$ cat src/rtl/aes_key_expansion.sv
// -----------------------------------------------------------------------------
// aes_key_expansion
//   AES key-schedule generator for AES-128/192/256, selected by KEY_BITS.
//   After start is sampled in IDLE, one 128-bit round key is presented per
//   clock: round key k appears in cycle k after the start edge (k = 1..Nr).
//   While idle, subkey shows round key 0, taken straight from the key input.
//
//   The key is held in an Nk-word window. Each cycle four new schedule words
//   are appended and the oldest four are dropped. The first four words of the
//   window are therefore always the round key being presented. At most one
//   word in any group of four needs SubWord, so a single 4-S-box unit serves
//   every key size.
//
// Ports
//   clk     in   1         rising-edge clock
//   reset   in   1         synchronous, active-low reset
//   start   in   1         sampled in IDLE; begins expansion of key
//   key     in   KEY_BITS  cipher key, word 0 in the most significant bits
//   subkey  out  128       current round key, w[4k] in [127:96]
//   busy    out  1         high while round keys 1..Nr are presented
// -----------------------------------------------------------------------------
module aes_key_expansion #(
  parameter int KEY_BITS = 128
) (
  input  logic                clk,
  input  logic                reset,
  input  logic                start,
  input  logic [KEY_BITS-1:0] key,
  output logic [127:0]        subkey,
  output logic                busy
);

  localparam int NK = KEY_BITS / 32;
  localparam int NR = NK + 6;

  generate
    if (KEY_BITS != 128 && KEY_BITS != 192 && KEY_BITS != 256) begin : g_bad_key_bits
      $error("aes_key_expansion: KEY_BITS must be 128, 192 or 256");
    end
  endgenerate

  // Forward S-box. Entry 0 is in the most significant byte.
  localparam logic [2047:0] SBOX_ROM = {
    128'h637c777bf26b6fc53001672bfed7ab76, 128'hca82c97dfa5947f0add4a2af9ca472c0,
    128'hb7fd9326363ff7cc34a5e5f171d83115, 128'h04c723c31896059a071280e2eb27b275,
    128'h09832c1a1b6e5aa0523bd6b329e32f84, 128'h53d100ed20fcb15b6acbbe394a4c58cf,
    128'hd0efaafb434d338545f9027f503c9fa8, 128'h51a3408f929d38f5bcb6da2110fff3d2,
    128'hcd0c13ec5f974417c4a77e3d645d1973, 128'h60814fdc222a908846eeb814de5e0bdb,
    128'he0323a0a4906245cc2d3ac629195e479, 128'he7c8376d8dd54ea96c56f4ea657aae08,
    128'hba78252e1ca6b4c6e8dd741f4bbd8b8a, 128'h703eb5664803f60e613557b986c11d9e,
    128'he1f8981169d98e949b1e87e9ce5528df, 128'h8ca1890dbfe6426841992d0fb054bb16
  };

  // Entry x lives at bit offset (255 - x) * 8, and ~x equals 255 - x.
  function automatic logic [7:0] sbox(input logic [7:0] x);
    return SBOX_ROM[{~x, 3'b000} +: 8];
  endfunction

  function automatic logic [31:0] sub_word(input logic [31:0] w);
    return {sbox(w[31:24]), sbox(w[23:16]), sbox(w[15:8]), sbox(w[7:0])};
  endfunction

  // Multiply by x in GF(2^8). This steps Rcon from one value to the next.
  function automatic logic [7:0] xtime(input logic [7:0] b);
    return {b[6:0], 1'b0} ^ (b[7] ? 8'h1b : 8'h00);
  endfunction

  typedef enum logic {
    IDLE = 1'b0,
    RUN  = 1'b1
  } state_t;

  state_t      state_r;
  logic        busy_r;
  logic [3:0]  round_r;
  logic [2:0]  phase_r;        // index of the next word to generate, mod Nk
  logic [7:0]  rcon_r;         // Rcon for the next multiple-of-Nk word
  logic [31:0] win_r [NK];

  logic [31:0] src_win_s [NK];
  logic [2:0]  src_phase_s;
  logic [7:0]  src_rcon_s;
  logic        spec_hit_s;
  logic        spec_rot_s;
  logic [1:0]  spec_pos_s;
  logic [31:0] plain_s [3];
  logic [31:0] sub_in_s;
  logic [31:0] t_s;
  logic [31:0] gen_s [4];
  logic [31:0] nxt_win_s [NK];
  logic [2:0]  nxt_phase_s;
  logic [7:0]  nxt_rcon_s;

  // Generation source: the live key input in IDLE (start edge), otherwise the window.
  always_comb begin
    for (int q = 0; q < NK; q++) begin
      src_win_s[q] = 32'h0;
    end
    src_phase_s = 3'd0;
    src_rcon_s  = 8'h01;
    if (state_r == IDLE) begin
      for (int q = 0; q < NK; q++) begin
        src_win_s[q] = key[KEY_BITS-1-32*q -: 32];
      end
      src_phase_s = 3'd0;
      src_rcon_s  = 8'h01;
    end else begin
      for (int q = 0; q < NK; q++) begin
        src_win_s[q] = win_r[q];
      end
      src_phase_s = phase_r;
      src_rcon_s  = rcon_r;
    end
  end

  // Find the single word in this group of four that needs SubWord, if any.
  always_comb begin
    logic [3:0] sum_v;
    logic [3:0] pos_v;
    spec_hit_s = 1'b0;
    spec_rot_s = 1'b0;
    spec_pos_s = 2'd0;
    sum_v      = 4'd0;
    pos_v      = 4'd0;
    for (int q = 0; q < 4; q++) begin
      sum_v = {1'b0, src_phase_s} + 4'(q);
      pos_v = (sum_v >= 4'(NK)) ? (sum_v - 4'(NK)) : sum_v;
      if ((pos_v == 4'd0) || ((NK == 8) && (pos_v == 4'd4))) begin
        spec_hit_s = 1'b1;
        spec_rot_s = (pos_v == 4'd0);
        spec_pos_s = 2'(q);
      end else begin
        // ordinary word: t = w[i-1]
      end
    end
  end

  // Build four new words. The words before the special slot contain no
  // SubWord term, so a plain XOR chain gives the SubWord input without
  // routing it through the S-box output.
  always_comb begin
    logic [31:0] prev_v;
    sub_in_s = 32'h0;
    t_s      = 32'h0;
    prev_v   = src_win_s[NK-1];
    for (int q = 0; q < 3; q++) begin
      plain_s[q] = src_win_s[q] ^ prev_v;
      prev_v     = plain_s[q];
    end
    case (spec_pos_s)
      2'd1:    sub_in_s = plain_s[0];
      2'd2:    sub_in_s = plain_s[1];
      2'd3:    sub_in_s = plain_s[2];
      default: sub_in_s = src_win_s[NK-1];
    endcase
    if (spec_rot_s) begin
      t_s = sub_word({sub_in_s[23:0], sub_in_s[31:24]}) ^ {src_rcon_s, 24'h000000};
    end else begin
      t_s = sub_word(sub_in_s);
    end
    prev_v = src_win_s[NK-1];
    for (int q = 0; q < 4; q++) begin
      if (spec_hit_s && (spec_pos_s == 2'(q))) begin
        gen_s[q] = src_win_s[q] ^ t_s;
      end else begin
        gen_s[q] = src_win_s[q] ^ prev_v;
      end
      prev_v = gen_s[q];
    end
  end

  // Slide the window by four words and advance the phase and Rcon tracking.
  always_comb begin
    logic [3:0] ph_sum_v;
    for (int q = 0; q < NK; q++) begin
      nxt_win_s[q] = 32'h0;
    end
    for (int q = 0; q < NK - 4; q++) begin
      nxt_win_s[q] = src_win_s[q+4];
    end
    for (int q = 0; q < 4; q++) begin
      nxt_win_s[NK-4+q] = gen_s[q];
    end
    ph_sum_v    = {1'b0, src_phase_s} + 4'd4;
    nxt_phase_s = (ph_sum_v >= 4'(NK)) ? 3'(ph_sum_v - 4'(NK)) : ph_sum_v[2:0];
    nxt_rcon_s  = (spec_hit_s && spec_rot_s) ? xtime(src_rcon_s) : src_rcon_s;
  end

  // Control FSM and key-window registers.
  always_ff @(posedge clk) begin
    if (!reset) begin
      state_r <= IDLE;
      busy_r  <= 1'b0;
      round_r <= 4'd0;
      phase_r <= 3'd0;
      rcon_r  <= 8'h00;
      for (int q = 0; q < NK; q++) begin
        win_r[q] <= 32'h0;
      end
    end else begin
      case (state_r)
        IDLE: begin
          if (start) begin
            state_r <= RUN;
            busy_r  <= 1'b1;
            round_r <= 4'd1;
            phase_r <= nxt_phase_s;
            rcon_r  <= nxt_rcon_s;
            for (int q = 0; q < NK; q++) begin
              win_r[q] <= nxt_win_s[q];
            end
          end else begin
            busy_r <= 1'b0;
          end
        end
        RUN: begin
          if (round_r == 4'(NR)) begin
            state_r <= IDLE;
            busy_r  <= 1'b0;
            round_r <= 4'd0;
          end else begin
            busy_r  <= 1'b1;
            round_r <= round_r + 4'd1;
            phase_r <= nxt_phase_s;
            rcon_r  <= nxt_rcon_s;
            for (int q = 0; q < NK; q++) begin
              win_r[q] <= nxt_win_s[q];
            end
          end
        end
        default: begin
          state_r <= IDLE;
          busy_r  <= 1'b0;
          round_r <= 4'd0;
        end
      endcase
    end
  end

  assign subkey = (state_r == RUN) ? {win_r[0], win_r[1], win_r[2], win_r[3]}
                                   : key[KEY_BITS-1 -: 128];
  assign busy   = busy_r;

endmodule

$ cat config.mk
export PLATFORM = sky130hd
export DESIGN_NAME = aes_key_expansion
export DESIGN_NICKNAME = d
export VERILOG_FILES = /design/src/rtl/aes_key_expansion.sv
export SDC_FILE = /design/constraint.sdc
export NUM_CORES = 1
export LEC_CHECK = 0
export CAP_MARGIN = 25
export CORE_MARGIN = 1
export CORE_UTILIZATION = 30
export DETAILED_ROUTE_END_ITERATION = 8
export HOLD_SLACK_MARGIN = 0.05
export PLACE_DENSITY_LB_ADDON = 0.12
export SLEW_MARGIN = 25
export SYNTH_ARGS = -nofsm -noshare
export SYNTH_HDL_FRONTEND = slang
export SYNTH_SLANG_ARGS = --single-unit
$ cat constraint.sdc
create_clock -name clk -period 12.6 [get_ports clk]
set_clock_uncertainty 0.15 [all_clocks]
set_input_delay 1.89 -clock clk [delete_from_list [all_inputs] [get_ports clk]]
set_output_delay 1.89 -clock clk [all_outputs]
set_load 0.02 [all_outputs]
==> impl_metrics.csv, run 1 <==
group,metric,value,unit
run_status,status,"finished with violations",
run_status,violations,"DRC",
routing,dr_total_vias,35700,
finish,area_delta_synth_final,11.9,%
finish,fillCellCount,10400,
global_route,grt_usage,31.9,%
worst_setup_path,slowest_delay,0.87,ns
worst_setup_path,cp.required,12.71,ns
synthesis,post_synth_num_cell_types,141,
global_route,grt.met3_usage,7.20,%
global_route,overflow,0,
die,die_w,316,microns
sta,hold_viol,0,
global_route,use_met2,47.2,%
clock_network,cts_setup_buffers,0,
global_route,grt_pass1_vias,32900,
die,fp.dieH,316,microns
clock_network,cts_buffers,17,
clock_network,cts-resized-gates,0,
worst_setup_path,critical-path-slowest-cell,"a211oi_1",
routing,ant_nets,0,
die,ios,260,
clock_network,htree_levels,4,
sta,worst_pin_slew,1.14,ns
worst_setup_path,worstPathArrival,9.09,ns
finish,multi_input_area,22700,sq um
clock_network,ctsHoldBuffers,0,
flow_run,cap_viol_max_count,0,
finish,ff_latch_area,4170,sq um
die,row_count,114,
die,dieArea,99700,sq um
routing,drt_iter0_drc,6142,
clock_network,cts.path.max_buffers,2,
worst_setup_path,crit_path_end_kind,"flop",
clock_network,cts.sinks,144,
clock_network,clk_pin_slew_worst_paths,0.09,ns
synthesis,synth.cell_area,29500,sq um
sta,post-route-period-util,71.2,%
sta,slew_violations,0,
synthesis,syn_area_per_cell,7.41,sq um
synthesis,ys_warn_count,0,
global_route,use_met1,44.0,%
sta,setup_viol,0,
global_route,grt-busiest-layer,"met2",
die,initial_utilization,30.4,%
synthesis,ys_ff_latch,144,
clock_network,cts_tree,"done",
sta,max_clock_freq,111,MHz
finish,drive_gt1_share,9.89,%
placed_design,io_buffer_count,259,
routing,dr.pass1.iters,9,
power,ir_drop,69.9,uV
worst_setup_path,crit_type,"flop to flop",
sta,fin_hold_ws,0.377,ns
power,power_density,153,nW/um^2
worst_setup_path,path_delay_family,"compound AO/OA/AOI/OAI gates",
clock_network,clkLatencyLatePin,0.53,ns
sta,slew_headroom,22.3,%
placed_design,dp_hpwl,114000,microns
sta,fin_tns_setup,0,ns
synthesis,syn-num-nets,4155,
synthesis,yosysSeqAreaShare,14.1,%
synthesis,ys_async_sr_fraction,0,%
global_route,grt_pass1_wl,238000,microns
worst_setup_path,path_max_fanout,47,
synthesis,ys.flop_type,"edfxtp_1",
routing,routed_via_density,6.77,
routing,post_drt_wl_per_cell,31.1,microns
power,p_leak,0.0116,uW
synthesis,synth_edf_count,128,
sta,rsz0062_at_grt,"no",
global_route,grt_max_degree,94,
synthesis,postSynthCellCount,3986,
routing,post-route-drc-count,1,
sta,fin_crit,8.97,ns
placed_design,place.gp.congestion,1.03,
worst_setup_path,critPathLaunchType,"flop",
global_route,grt_antenna_before_repair,3,
die,core,97100,sq um
worst_hold_path,hold_class,"flop to flop",
finish,antenna_cells,0,
finish,fin_nets,4148,
clock_network,clockRootBuffer,"clkbuf_16",
routing,routed_wl,164000,microns
worst_setup_path,crit_buf_inv,5,
-- routing by layer --
layer	routed length, microns	up-vias	part of all wire, %
met3	18700	542	11
met5	14	-	0.0085
met2	68700	2755	42
met4	8330	2	5.1
li1	-	15200	-
met1	68300	17100	42
-- power breakdown --
part           switching (uW)  internal (uW)  leakage, uW
clock                     287            273     0.000272
combinational            2380           1350      0.00974
sequential                106            667      0.00154
-- sequential cells by signal, summed over array words and instances (netlist names) --
signal	cells
busy	1
win_r	128
rcon_r	8
phase_r	3
round_r	4
-- cell usage in the layout (no fill, tap or decap), types with 86 or more instances in the layout --
master / n
nor3_1: 158
inv_1: 119
nand2_1: 325
mux2i_1: 138
xnor2_1: 212
o21ai_0: 250
a21oi_1: 271
edfxtp_1: 128
nand3_1: 138
nor2_1: 404
o211ai_1: 86
clkdlybuf4s50_1: 259
buf_4: 119
-- final timing paths --
kind / startpoint / endpoint / slack [ns] / cells after the start
hold reg to reg: rcon_r[5] / rcon_r[5] / 0.38 / 1
hold / removal: rcon_r[5] / rcon_r[5] / 0.38 / 1
setup reg to reg: phase_r[0] / win_r[3][13] / 3.63 / 25
setup / recovery: phase_r[0] / win_r[3][13] / 3.63 / 25
-- through the flow --
| stage | cell area, sq um | std cells | total power [uW] | utilization (%) | setup slack, ns |
|---|---|---|---|---|---|
| after global placement | 32500 | 5236 | 4430 | 33.4 | 3.98 |
| after global routing | 33000 | 5268 | 5280 | 34.0 | 3.36 |
| final | 33000 | 5268 | 5060 | 34.0 | 3.63 |
| after floorplan | 29500 | 3986 | 3300 | - | 3.58 |
| after CTS | 33000 | 5268 | 4930 | 34.0 | 3.84 |
| after detailed placement | 32500 | 5236 | 4350 | 33.4 | 3.87 |
-- synth_stat cells (24+ instances only) --
cell type,n,area [sq um]
nor2_1,405,1520
nand2_1,330,1240
a21oi_1,273,1370
o21ai_0,252,1260
xnor2_1,212,1860
nor3_1,163,816
buf_2,142,711
mux2i_1,139,1390
nand3_1,138,691
clkbuf_1,131,492
edfxtp_1,128,3840
inv_1,119,447
o211ai_1,86,646
a211oi_1,82,616
a31oi_1,78,488
xor2_1,66,578
buf_4,52,390
buf_6,50,563
mux2_2,47,529
o221ai_1,45,394
o22ai_1,45,282
a221oi_1,43,377
a311oi_1,40,350
ha_1,38,475
o31ai_1,36,270
a2111oi_0,35,307
o311ai_0,34,298
or3_1,33,206
o21ai_1,31,155
nor4_1,30,188
nand4_1,29,181
buf_1,26,97.6
o32ai_1,26,228
xnor3_1,26,586
and2_1,24,150
o2111ai_1,24,210
-- cell families (layout without fill, tap and decap cells) --
kind of cell    count (synthesis)  in the layout  share of synthesized area (%)
compound gates               1448           1448                           35.5
flops                         144            144                           14.1
buf+inv                       540            546                           9.53
mux                           203            203                           7.35
fa+ha+maj                      38             38                           1.61
xor+xnor                      316            316                           11.0
simple gates                 1297           1297                           20.9
-- cell type report --
| class | count | share of cell area (%) |
|---|---|---|
| clock inverters | 15 | 0.401 |
| multi-input cells | 3302 | 68.7 |
| flip-flops and latches | 144 | 12.6 |
| inverters | 135 | 1.55 |
| clock buffers | 17 | 1.29 |
| well taps | 1276 | 4.83 |
| repair buffers | 379 | 10.6 |
No activity file was read; power rests on OpenSTA's default activity.
==> run 2, diff against run 1 <==
- clock period: 12.6 -> 9.1 ns (I/O delays scaled with it)
==> run 2 against run 1 <==
The run now ends clean. Non-clock buffer count rose by 26. Sequential share of layout area shrank 0.10 points. Wire length increased by 3.3%. Worst hold slack improved by 0.0087 ns. Via count shrank 0.42%. Critical path depth fell by 3. Fmax grew 10%. Cell area grew 0.82%. Largest cell class unchanged.
==> impl_metrics.csv, run 2 (synthesis gave the netlist of run 1 again) <==
group,metric,value,unit
worst_setup_path,crit_type,"flop to flop",
sta,rsz0062_at_grt,"no",
clock_network,cts-resized-gates,0,
finish,final_cell_mix,"404 x nor2_1, 326 x nand2_1, 271 x a21oi_1, 259 x clkdlybuf4s50_1, 250 x o21ai_0",
sta,worst_pin_slew,1.14,ns
clock_network,ctsHoldBuffers,0,
sta,fin_crit,8.12,ns
clock_network,clockRootBuffer,"clkbuf_16",
sta,fin_tns_setup,0,ns
global_route,grt.met3_usage,6.95,%
clock_network,clkLatencyLatePin,0.53,ns
global_route,use_met1,44.5,%
clock_network,cts_tree,"done",
routing,ant_nets,0,
power,internal_power,3210,uW
routing,dr_total_vias,35500,
finish,stdcell_count,5295,
finish,area_delta_synth_final,12.8,%
die,initial_utilization,30.4,%
worst_setup_path,worstPathArrival,8.24,ns
die,core,97100,sq um
routing,drt_iter0_drc,5383,
worst_hold_path,hold_class,"flop to flop",
power,power_frac_seq,15.1,%
die,die_w,316,microns
worst_setup_path,critPathLaunchType,"flop",
power,design_power_total,7060,uW
clock_network,cts.sinks,144,
global_route,grt_usage,32.9,%
clock_network,cts_setup_buffers,0,
finish,final_cell_area,33300,sq um
power,pwr-share-clk,11.0,%
run_status,status,"completed",
placed_design,dp.cells,5262,
worst_setup_path,cp.required,9.22,ns
routing,routed_wl,169000,microns
clock_network,cts_buffers,17,
global_route,use_met2,49.4,%
sta,hold_viol,0,
sta,setup_viol,0,
worst_setup_path,path_max_fanout,79,
power,switching_power,3860,uW
global_route,grt_pass1_wl,243000,microns
global_route,grt_max_degree,119,
finish,largest_register_ffs,128,
die,fp.dieH,316,microns
power,switching_share,54.6,%
global_route,grt_pass1_vias,33100,
sta,slew_violations,0,
finish,top_register,"win_r",
sta,setup_ws,0.976,ns
finish,mostFrequentLayoutCell,"nor2_1",
routing,dr.pass1.iters,6,
routing,routed_via_density,6.71,
sta,slew_headroom,24.3,%
placed_design,dp_hpwl,121000,microns
sta,post-route-period-util,89.3,%
die,row_count,114,
finish,top_regs,"win_r (128), rcon_r (8), round_r (4)",
clock_network,cts.path.max_buffers,2,
power,ir_drop,147,uV
global_route,overflow,0,
worst_setup_path,crit_path_end_kind,"flop",
placed_design,placed_cell_area,32700,sq um
placed_design,preCtsSetupSlack,1.24,ns
routing,post_drt_wl_per_cell,32.0,microns
power,power_density,212,nW/um^2
finish,fin_nets,4174,
routing,post-route-drc-count,0,
die,ios,260,
placed_design,io_buffer_count,259,
global_route,grt-busiest-layer,"met2",
placed_design,place.gp.congestion,1.03,
global_route,grt_antenna_before_repair,2,
flow_run,cap_viol_max_count,0,
die,dieArea,99700,sq um
power,p_leak,0.0117,uW
clock_network,htree_levels,4,
sta,max_clock_freq,123,MHz
clock_network,clk_pin_slew_worst_paths,0.08,ns
finish,drive_gt1_share,10.5,%
power,power_frac_comb,74.0,%
[run 2: cell types whose count changed in the layout (fill, tap and decap cells not counted), sizes merged]
cell,previous run,this run
inv,138,139
clkinvlp,1,2
buf,120,146
clkinv,10,6
bufinv,1,0
clkbuf,17,20
diode,0,1
[run 2: critical path, cell delays in order (launching register included)]
cell and delay (ns):
dfxtp_4 0.69, inv_2 0.11, a21oi_4 0.14, nand3_1 0.13, ha_1 0.24, nor2b_1 0.53
or4_4 0.53, buf_12 0.33, buf_4 0.31, nand2_2 0.37, o22ai_4 0.30, buf_4 0.69
o21ai_0 0.53, o211ai_1 0.31, a21oi_1 0.09, o21ai_0 0.43, nand3_1 0.43, a31oi_1 0.39
xnor2_1 0.22, xor2_1 0.30, xnor2_1 0.09, o21ai_0 0.27, mux2i_1 0.12
[run 2: worst paths after layout]
| check | startpoint | endpoint | slack [ns] | depth (start not counted) |
|---|---|---|---|---|
| setup reg to reg | busy | win_r[3][0] | 0.98 | 22 |
| hold / removal | rcon_r[5] | rcon_r[5] | 0.39 | 1 |
| setup / recovery | busy | win_r[3][0] | 0.98 | 22 |
| hold reg to reg | rcon_r[5] | rcon_r[5] | 0.39 | 1 |
[run 2: metal layers]
metal  share of wire [%]  vias to the layer above
met2                  43                     2530
met1                  41                    17200
li1                    -                    15300
met4                 5.2                        0
met5                   0                        -
met3                  11                      484
[run 2: power by group through the flow]
stage | registers (uW) | logic [uW] | clock network [uW]
final | 1070 | 5230 | 774
after global routing | 1080 | 5500 | 801
after CTS | 1060 | 5060 | 788
after detailed placement | 1080 | 5030 | 0
after global placement | 1080 | 5130 | 0
after floorplan | 1020 | 3550 | 0
[run 2: layout make-up]
| type | instances | area (sq um) |
|---|---|---|
| Multi-Input combinational cell | 3302 | 22700 |
| Sequential cell | 144 | 4170 |
| Inverter | 135 | 512 |
| Fill cell | 10400 | 63800 |
| Antenna cell | 1 | 2.50 |
| Tap cell | 1276 | 1600 |
| Clock buffer | 20 | 479 |
| Clock inverter | 12 | 93.8 |
| Timing Repair Buffer | 405 | 3780 |
[run 2: stage by stage]
| stage | util (%) | hold WS (ns) |
|---|---|---|
| final | 34.3 | 0.386 |
| after global routing | 34.3 | 0.410 |
| after CTS | 34.3 | 0.385 |
| after detailed placement | 33.7 | 0.370 |
| after global placement | 33.7 | 0.354 |
| after floorplan | - | 0.315 |
